`src/rtl/alu_pkg.sv`:
```
// Shared opcodes, FSM state type and an opcode legality helper for the pipelined ALU.
package alu_pkg;

    localparam logic [3:0] ALU_AND = 4'b0000;
    localparam logic [3:0] ALU_OR  = 4'b0001;
    localparam logic [3:0] ALU_ADD = 4'b0010;
    localparam logic [3:0] ALU_SUB = 4'b0110;
    localparam logic [3:0] ALU_SLT = 4'b0111;
    localparam logic [3:0] ALU_NOR = 4'b1100;
    localparam logic [3:0] ALU_MUL = 4'b1000;

    typedef enum logic {
        StIdle,
        StMul
    } alu_state_e;

    function automatic logic is_legal_op(input logic [3:0] ctl);
        return (ctl == ALU_AND) || (ctl == ALU_OR)  || (ctl == ALU_ADD) ||
               (ctl == ALU_SUB) || (ctl == ALU_SLT) || (ctl == ALU_NOR) ||
               (ctl == ALU_MUL);
    endfunction

endpackage

```
`src/rtl/alu_core.sv`:
```
// Combinational logic/add/sub/SLT unit. MUL is handled by the iterative datapath in the top.
module alu_core
    import alu_pkg::*;
#(
    parameter int unsigned WIDTH = 64
) (
    input  logic [WIDTH-1:0] a,
    input  logic [WIDTH-1:0] b,
    input  logic [3:0]       alu_ctl,
    output logic [WIDTH-1:0] result,
    output logic             carry_out,
    output logic             overflow,
    output logic             op_err
);

    logic             is_sub;
    logic [WIDTH-1:0] b_op;
    logic [WIDTH:0]   sum;
    logic             add_ovf;

    // Shared adder: SUB and SLT both use a + ~b + 1.
    always_comb begin
        is_sub  = (alu_ctl == ALU_SUB) || (alu_ctl == ALU_SLT);
        b_op    = is_sub ? ~b : b;
        sum     = {1'b0, a} + {1'b0, b_op} + {{WIDTH{1'b0}}, is_sub};
        add_ovf = (a[WIDTH-1] == b_op[WIDTH-1]) && (sum[WIDTH-1] != a[WIDTH-1]);
    end

    // Opcode decode; flags only meaningful for ADD/SUB.
    always_comb begin
        result    = '0;
        carry_out = 1'b0;
        overflow  = 1'b0;
        op_err    = !is_legal_op(alu_ctl);
        case (alu_ctl)
            ALU_AND: result = a & b;
            ALU_OR:  result = a | b;
            ALU_NOR: result = ~(a | b);
            ALU_ADD, ALU_SUB: begin
                result    = sum[WIDTH-1:0];
                carry_out = sum[WIDTH];
                overflow  = add_ovf;
            end
            // True signed compare: sign of the difference corrected by overflow.
            ALU_SLT: result = {{(WIDTH-1){1'b0}}, sum[WIDTH-1] ^ add_ovf};
            default: result = '0;
        endcase
    end

endmodule

```
`src/rtl/pipelined_alu.sv`:
```
// Registered ALU with valid/ready handshakes and an iterative shift-add multiplier.
module pipelined_alu
    import alu_pkg::*;
#(
    parameter int unsigned WIDTH = 64,
    parameter int unsigned CNT_W = $clog2(WIDTH + 1)
) (
    input  logic             clk,
    input  logic             reset,
    input  logic             in_valid,
    output logic             in_ready,
    input  logic [WIDTH-1:0] a,
    input  logic [WIDTH-1:0] b,
    input  logic [3:0]       alu_ctl,
    output logic             out_valid,
    input  logic             out_ready,
    output logic [WIDTH-1:0] result,
    output logic             carry_out,
    output logic             overflow,
    output logic             zf,
    output logic             nf,
    output logic             op_err
);

    alu_state_e         state_q, state_d;
    logic [2*WIDTH-1:0] mcand_q, mcand_d;
    logic [2*WIDTH-1:0] acc_q, acc_d;
    logic [WIDTH-1:0]   mplier_q, mplier_d;
    logic [CNT_W-1:0]   count_q, count_d;

    logic               out_valid_q, out_valid_d;
    logic [WIDTH-1:0]   result_q, result_d;
    logic               carry_q, carry_d;
    logic               ovf_q, ovf_d;
    logic               zf_q, zf_d;
    logic               nf_q, nf_d;
    logic               err_q, err_d;

    logic               out_free;
    logic               fire_in;
    logic               mul_done;
    logic               wr;

    logic [WIDTH-1:0]   core_result;
    logic               core_carry;
    logic               core_ovf;
    logic               core_err;

    alu_core #(
        .WIDTH(WIDTH)
    ) u_core (
        .a         (a),
        .b         (b),
        .alu_ctl   (alu_ctl),
        .result    (core_result),
        .carry_out (core_carry),
        .overflow  (core_ovf),
        .op_err    (core_err)
    );

    // Output slot is free if empty or being drained this cycle.
    assign out_free = !out_valid_q || out_ready;
    assign in_ready = (state_q == StIdle) && out_free;
    assign fire_in  = in_valid && in_ready;
    // A finished product waits for a free output slot rather than overwrite an unread result.
    assign mul_done = (state_q == StMul) && (count_q == '0) && out_free;

    // MUL FSM and shift-add datapath next state.
    always_comb begin
        state_d  = state_q;
        mcand_d  = mcand_q;
        mplier_d = mplier_q;
        acc_d    = acc_q;
        count_d  = count_q;
        case (state_q)
            StIdle: begin
                if (fire_in && (alu_ctl == ALU_MUL)) begin
                    mcand_d  = {{WIDTH{1'b0}}, a};
                    mplier_d = b;
                    acc_d    = '0;
                    count_d  = CNT_W'(WIDTH);
                    state_d  = StMul;
                end
            end
            StMul: begin
                if (count_q != '0) begin
                    if (mplier_q[0]) begin
                        acc_d = acc_q + mcand_q;
                    end
                    mcand_d  = mcand_q << 1;
                    mplier_d = mplier_q >> 1;
                    count_d  = count_q - CNT_W'(1);
                end else if (out_free) begin
                    state_d = StIdle;
                end
            end
            default: state_d = StIdle;
        endcase
    end

    // Output register next state: new single-cycle result, MUL result, or drain.
    always_comb begin
        out_valid_d = out_valid_q;
        result_d    = result_q;
        carry_d     = carry_q;
        ovf_d       = ovf_q;
        err_d       = err_q;
        wr          = 1'b0;
        if (fire_in && (alu_ctl != ALU_MUL)) begin
            wr       = 1'b1;
            result_d = core_result;
            carry_d  = core_carry;
            ovf_d    = core_ovf;
            err_d    = core_err;
        end else if (mul_done) begin
            wr       = 1'b1;
            result_d = acc_q[WIDTH-1:0];
            carry_d  = 1'b0;
            ovf_d    = |acc_q[2*WIDTH-1:WIDTH];
            err_d    = 1'b0;
        end else if (out_valid_q && out_ready) begin
            out_valid_d = 1'b0;
        end
        if (wr) begin
            out_valid_d = 1'b1;
        end
        // Flags only change when a result is written, so they read 0 out of reset.
        zf_d = wr ? ~|result_d : zf_q;
        nf_d = wr ? result_d[WIDTH-1] : nf_q;
    end

    // State and output registers with synchronous reset; reset also aborts a MUL.
    always_ff @(posedge clk) begin
        if (reset) begin
            state_q     <= StIdle;
            mcand_q     <= '0;
            mplier_q    <= '0;
            acc_q       <= '0;
            count_q     <= '0;
            out_valid_q <= 1'b0;
            result_q    <= '0;
            carry_q     <= 1'b0;
            ovf_q       <= 1'b0;
            zf_q        <= 1'b0;
            nf_q        <= 1'b0;
            err_q       <= 1'b0;
        end else begin
            state_q     <= state_d;
            mcand_q     <= mcand_d;
            mplier_q    <= mplier_d;
            acc_q       <= acc_d;
            count_q     <= count_d;
            out_valid_q <= out_valid_d;
            result_q    <= result_d;
            carry_q     <= carry_d;
            ovf_q       <= ovf_d;
            zf_q        <= zf_d;
            nf_q        <= nf_d;
            err_q       <= err_d;
        end
    end

    assign out_valid = out_valid_q;
    assign result    = result_q;
    assign carry_out = carry_q;
    assign overflow  = ovf_q;
    assign zf        = zf_q;
    assign nf        = nf_q;
    assign op_err    = err_q;

endmodule

```
`config.mk`:
```
export PLATFORM = sky130hd
export DESIGN_NAME = pipelined_alu
export DESIGN_NICKNAME = d
export VERILOG_FILES = /design/src/rtl/alu_pkg.sv /design/src/rtl/alu_core.sv /design/src/rtl/pipelined_alu.sv
export SDC_FILE = /design/constraint.sdc
export NUM_CORES = 2
export LEC_CHECK = 0
export ABC_AREA = 1
export CAP_MARGIN = 20
export CORE_ASPECT_RATIO = 0.5
export CORE_MARGIN = 3
export CORE_UTILIZATION = 45
export CTS_BUF_LIST = sky130_fd_sc_hd__clkbuf_4 sky130_fd_sc_hd__clkbuf_8 sky130_fd_sc_hd__clkbuf_16
export DETAILED_ROUTE_END_ITERATION = 12
export PLACE_DENSITY = 0.62
export SLEW_MARGIN = 40
export SYNTH_ARGS = -nofsm -noshare
export SYNTH_HDL_FRONTEND = slang
export SYNTH_SLANG_ARGS = --single-unit
export TNS_END_PERCENT = 100
```
`constraint.sdc`:
```
create_clock -name clk -period 7.1 [get_ports clk]
set_input_delay 2.13 -clock clk [delete_from_list [all_inputs] [get_ports clk]]
set_output_delay 2.13 -clock clk [all_outputs]
set_load 0.01 [all_outputs]
```
==> run metrics <==
run status completed; Worst path slowest cell sky130_fd_sc_hd__clkdlybuf4s50_1; starting DRC count in detailed routing 4202; list of most frequent post-synthesis cells sky130_fd_sc_hd__nand2_1, sky130_fd_sc_hd__nor2_1, sky130_fd_sc_hd__a21oi_1; category of the most critical setup path in2reg; Placement Setup Slack a little over 500 ps; reg-to-reg critical path startpoint state_q$_SDFF_PP0_; via count 38900; Worst EP arrival 6590 ps; starting utilization of the core area 46.1%; sequential-to-total area share from yosys stat around 24%; last weighted congestion value of the routability-driven placer 1.04; total DRC errors in the routed layout 0; biggest area contributors in the synthesized netlist sky130_fd_sc_hd__dfxtp_1, sky130_fd_sc_hd__nand2_1, sky130_fd_sc_hd__a21oi_1; last element of the critical path zf$_SDFFE_PP0P_; overall routing resource usage 35.9%; site row count just under 70; power density relative to cell area 158 nW/um^2; width of the chip 390 um; area growth from synthesis to layout 13.1%; largest net degree at the start of global routing 152; GRT Residual Overflow 0; area of placed instances 36100 um^2; FMAX 0.165 GHz; area of all placed cells without fillers 37500 um^2; wire length per cell after detailed routing 21.5 um; Num CTS Buffers 40; start point of the critical path alu_ctl[3]; endpoint of the most critical register-to-register path zf$_SDFFE_PP0P_; setup violators final 0; y dimension of the die 198 um; final worst hold slack roughly 470 ps; area enclosed by the die boundary ~77000 um^2; detailed-router iteration count before antenna repair 6; slew at the pin closest to its max-slew limit 859 ps; count of flip-flops with a built-in enable after synthesis 0; Mapped Area 33200 um^2; Hold Path Class reg2reg; count of cells resized by post-cts repair 0; Max stage delay on crit path 490 ps; part of the cycle the worst path needs between 80% and 90%; count leader, synth sky130_fd_sc_hd__nand2_1; count of max-cap constraint violations 0; Worst-Skew Late Latency around 600 ps; share of layout cells above drive strength 1 3.89%; total setup buffers inserted after CTS 0; Vias/cell 5.79; FF+latch count, synth 398; Syn. warnings 0; post-layout min period 6060 ps; placed instance count about 6600; HPWL after detailed placement 116000 um; synthesized instance count 5639; Final #Nets between 6000 and 7000; total power of the final layout 5.92 mW; distinct cell type count after synthesis 57; via count of the first global-routing pass 35100; Primary FF master, synth sky130_fd_sc_hd__dfxtp_1; # clock sinks 398; critical path peak fanout 13; async set or reset register ratio after synthesis 0%; worst path required time 7630 ps; clock slew at the register clock pins of the worst setup and hold paths 60 ps; master cell of the clock root buffer sky130_fd_sc_hd__clkbuf_16; final core area utilization approximately 52%; number of buffer cells added on primary ports 206; Core ar. 72000 um^2; number of H-tree levels 2; type of origin of the critical path input pin; unrepaired setup endpoints after global routing no; number of antenna violations at the first check in global routing 3; global-route wire length before repair 213000 um; deepest clock path buffer count 3; synthesized net count 5971; worst slew margin relative to its limit 42.3%; Max Slew Vio Count 0; fin worst setup slack 1040 ps; P_leak 16.5 nW; CTS tree built; final clock skew 26.5 ps; Hold Violations, Final 0; depth of the worst register-to-register path 14; count of boundary I/O pins 207; total wire length around 140000 um; worst ir drop on vdd 0.152 mV; total negative slack for setup checks 0 ps; register-to-register setup slack ~3300 ps; cell type with the largest total area after synthesis sky130_fd_sc_hd__dfxtp_1; area share of the largest cell type after synthesis 24.0%; number of buffers inserted for hold repair after clock tree synthesis 0; Synth Area per Inst 5.89 um^2; sequence of cells on the critical path clkdlybuf4s50_1 -> inv_2 -> nand3_4 -> buf_4 -> xnor2_1 -> ha_1 -> nand2_1 -> inv_1 -> nand2_1 -> nand3_1 -> nand2_1 -> nand2_1 -> or2_2 -> nand3_1 -> o2111ai_1 -> a21oi_1 -> nand3b_1 -> nor2_1 -> nand3_1 -> nor2_1 -> nand3_1 -> a21oi_2; Crit. End Element register; post-route antenna net violation count 0; non-filler cells in the finished layout 6715
-- cell type report --
class	count	area, um^2
Antenna cell	1	2.50
Clock buffer	53	1140
Clock inverter	17	209
Fill cell	7599	34500
Inverter	630	2380
Multi-Input combinational cell	4405	22100
Sequential cell	398	7970
Tap cell	958	1200
Timing Repair Buffer	253	2530
-- kinds of logic after synthesis --
logic type / count (synthesis) / synth area share, %
compound gates: 1591 / 25.9
xor+xnor: 70 / 1.85
fa+ha+maj: 196 / 7.43
buf+inv: 836 / 9.58
flops: 398 / 24.0
simple gates: 2548 / 31.2
-- cells in the final DEF, fill, tap and decap left out, drive strengths merged, types with 35 or more instances in the layout --
master / synthesis / final
nand2: 1411 / 1411
nor2: 741 / 741
a21oi: 667 / 667
inv: 629 / 632
o21ai: 599 / 599
dfxtp: 398 / 398
nand3: 218 / 218
clkdlybuf4s50: 0 / 205
a31oi: 195 / 195
ha: 194 / 194
xnor2: 62 / 62
clkbuf: 164 / 53
or2: 52 / 52
buf: 42 / 48
nor3: 37 / 37
nor4: 35 / 35
-- power by group --
group	switching, mW	internal [mW]	total, mW
clock	1.02	1.25	2.27
sequential	0.0414	2.28	2.32
combinational	0.897	0.433	1.33
-- critical path: cells and delay by family --
kind                     cells  cell delay (ps)
buffers and inverters        4              980
AO/OA/AOI/OAI                3              870
adder cells (fa/ha/maj)      1              330
XOR/XNOR                     1              150
AND/OR/NAND/NOR             13             2100
-- how the worst min path moves through the flow --
stage                               from                         to  slack (ps)  cells past startpoint
6_report       mplier_q[17]$_SDFFE_PP0P_  mplier_q[16]$_SDFFE_PP0P_         470                      2
5_1_grt         mplier_q[5]$_SDFFE_PP0P_   mplier_q[4]$_SDFFE_PP0P_         490                      2
4_1_cts        mplier_q[17]$_SDFFE_PP0P_  mplier_q[16]$_SDFFE_PP0P_         470                      2
3_5_place_dp   mplier_q[48]$_SDFFE_PP0P_  mplier_q[47]$_SDFFE_PP0P_         460                      2
3_3_place_gp    mplier_q[5]$_SDFFE_PP0P_   mplier_q[4]$_SDFFE_PP0P_         460                      2
2_1_floorplan  mplier_q[63]$_SDFFE_PP0P_  mplier_q[63]$_SDFFE_PP0P_         440                      2
-- registers in the layout (all words and copies together), names as in the netlist --
register,flops
op_err,1
result,64
carry_out,1
nf,1
zf,1
out_valid,1
mcand_q,128
state_q,1
overflow,1
acc_q,128
mplier_q,64
count_q,7
-- metal layers --
| layer | wire [um] | share of wire [%] | GRT usage, % | up-vias |
|---|---|---|---|---|
| li1 | - | - | - | 18900 |
| met1 | 66200 | 46 | 52.0 | 18000 |
| met2 | 57400 | 40 | 51.6 | 1732 |
| met3 | 16500 | 11 | 9.94 | 217 |
| met4 | 4050 | 2.8 | 9.81 | 0 |
| met5 | 0 | 0 | 0 | - |
Power figures use the tool's default switching activity.
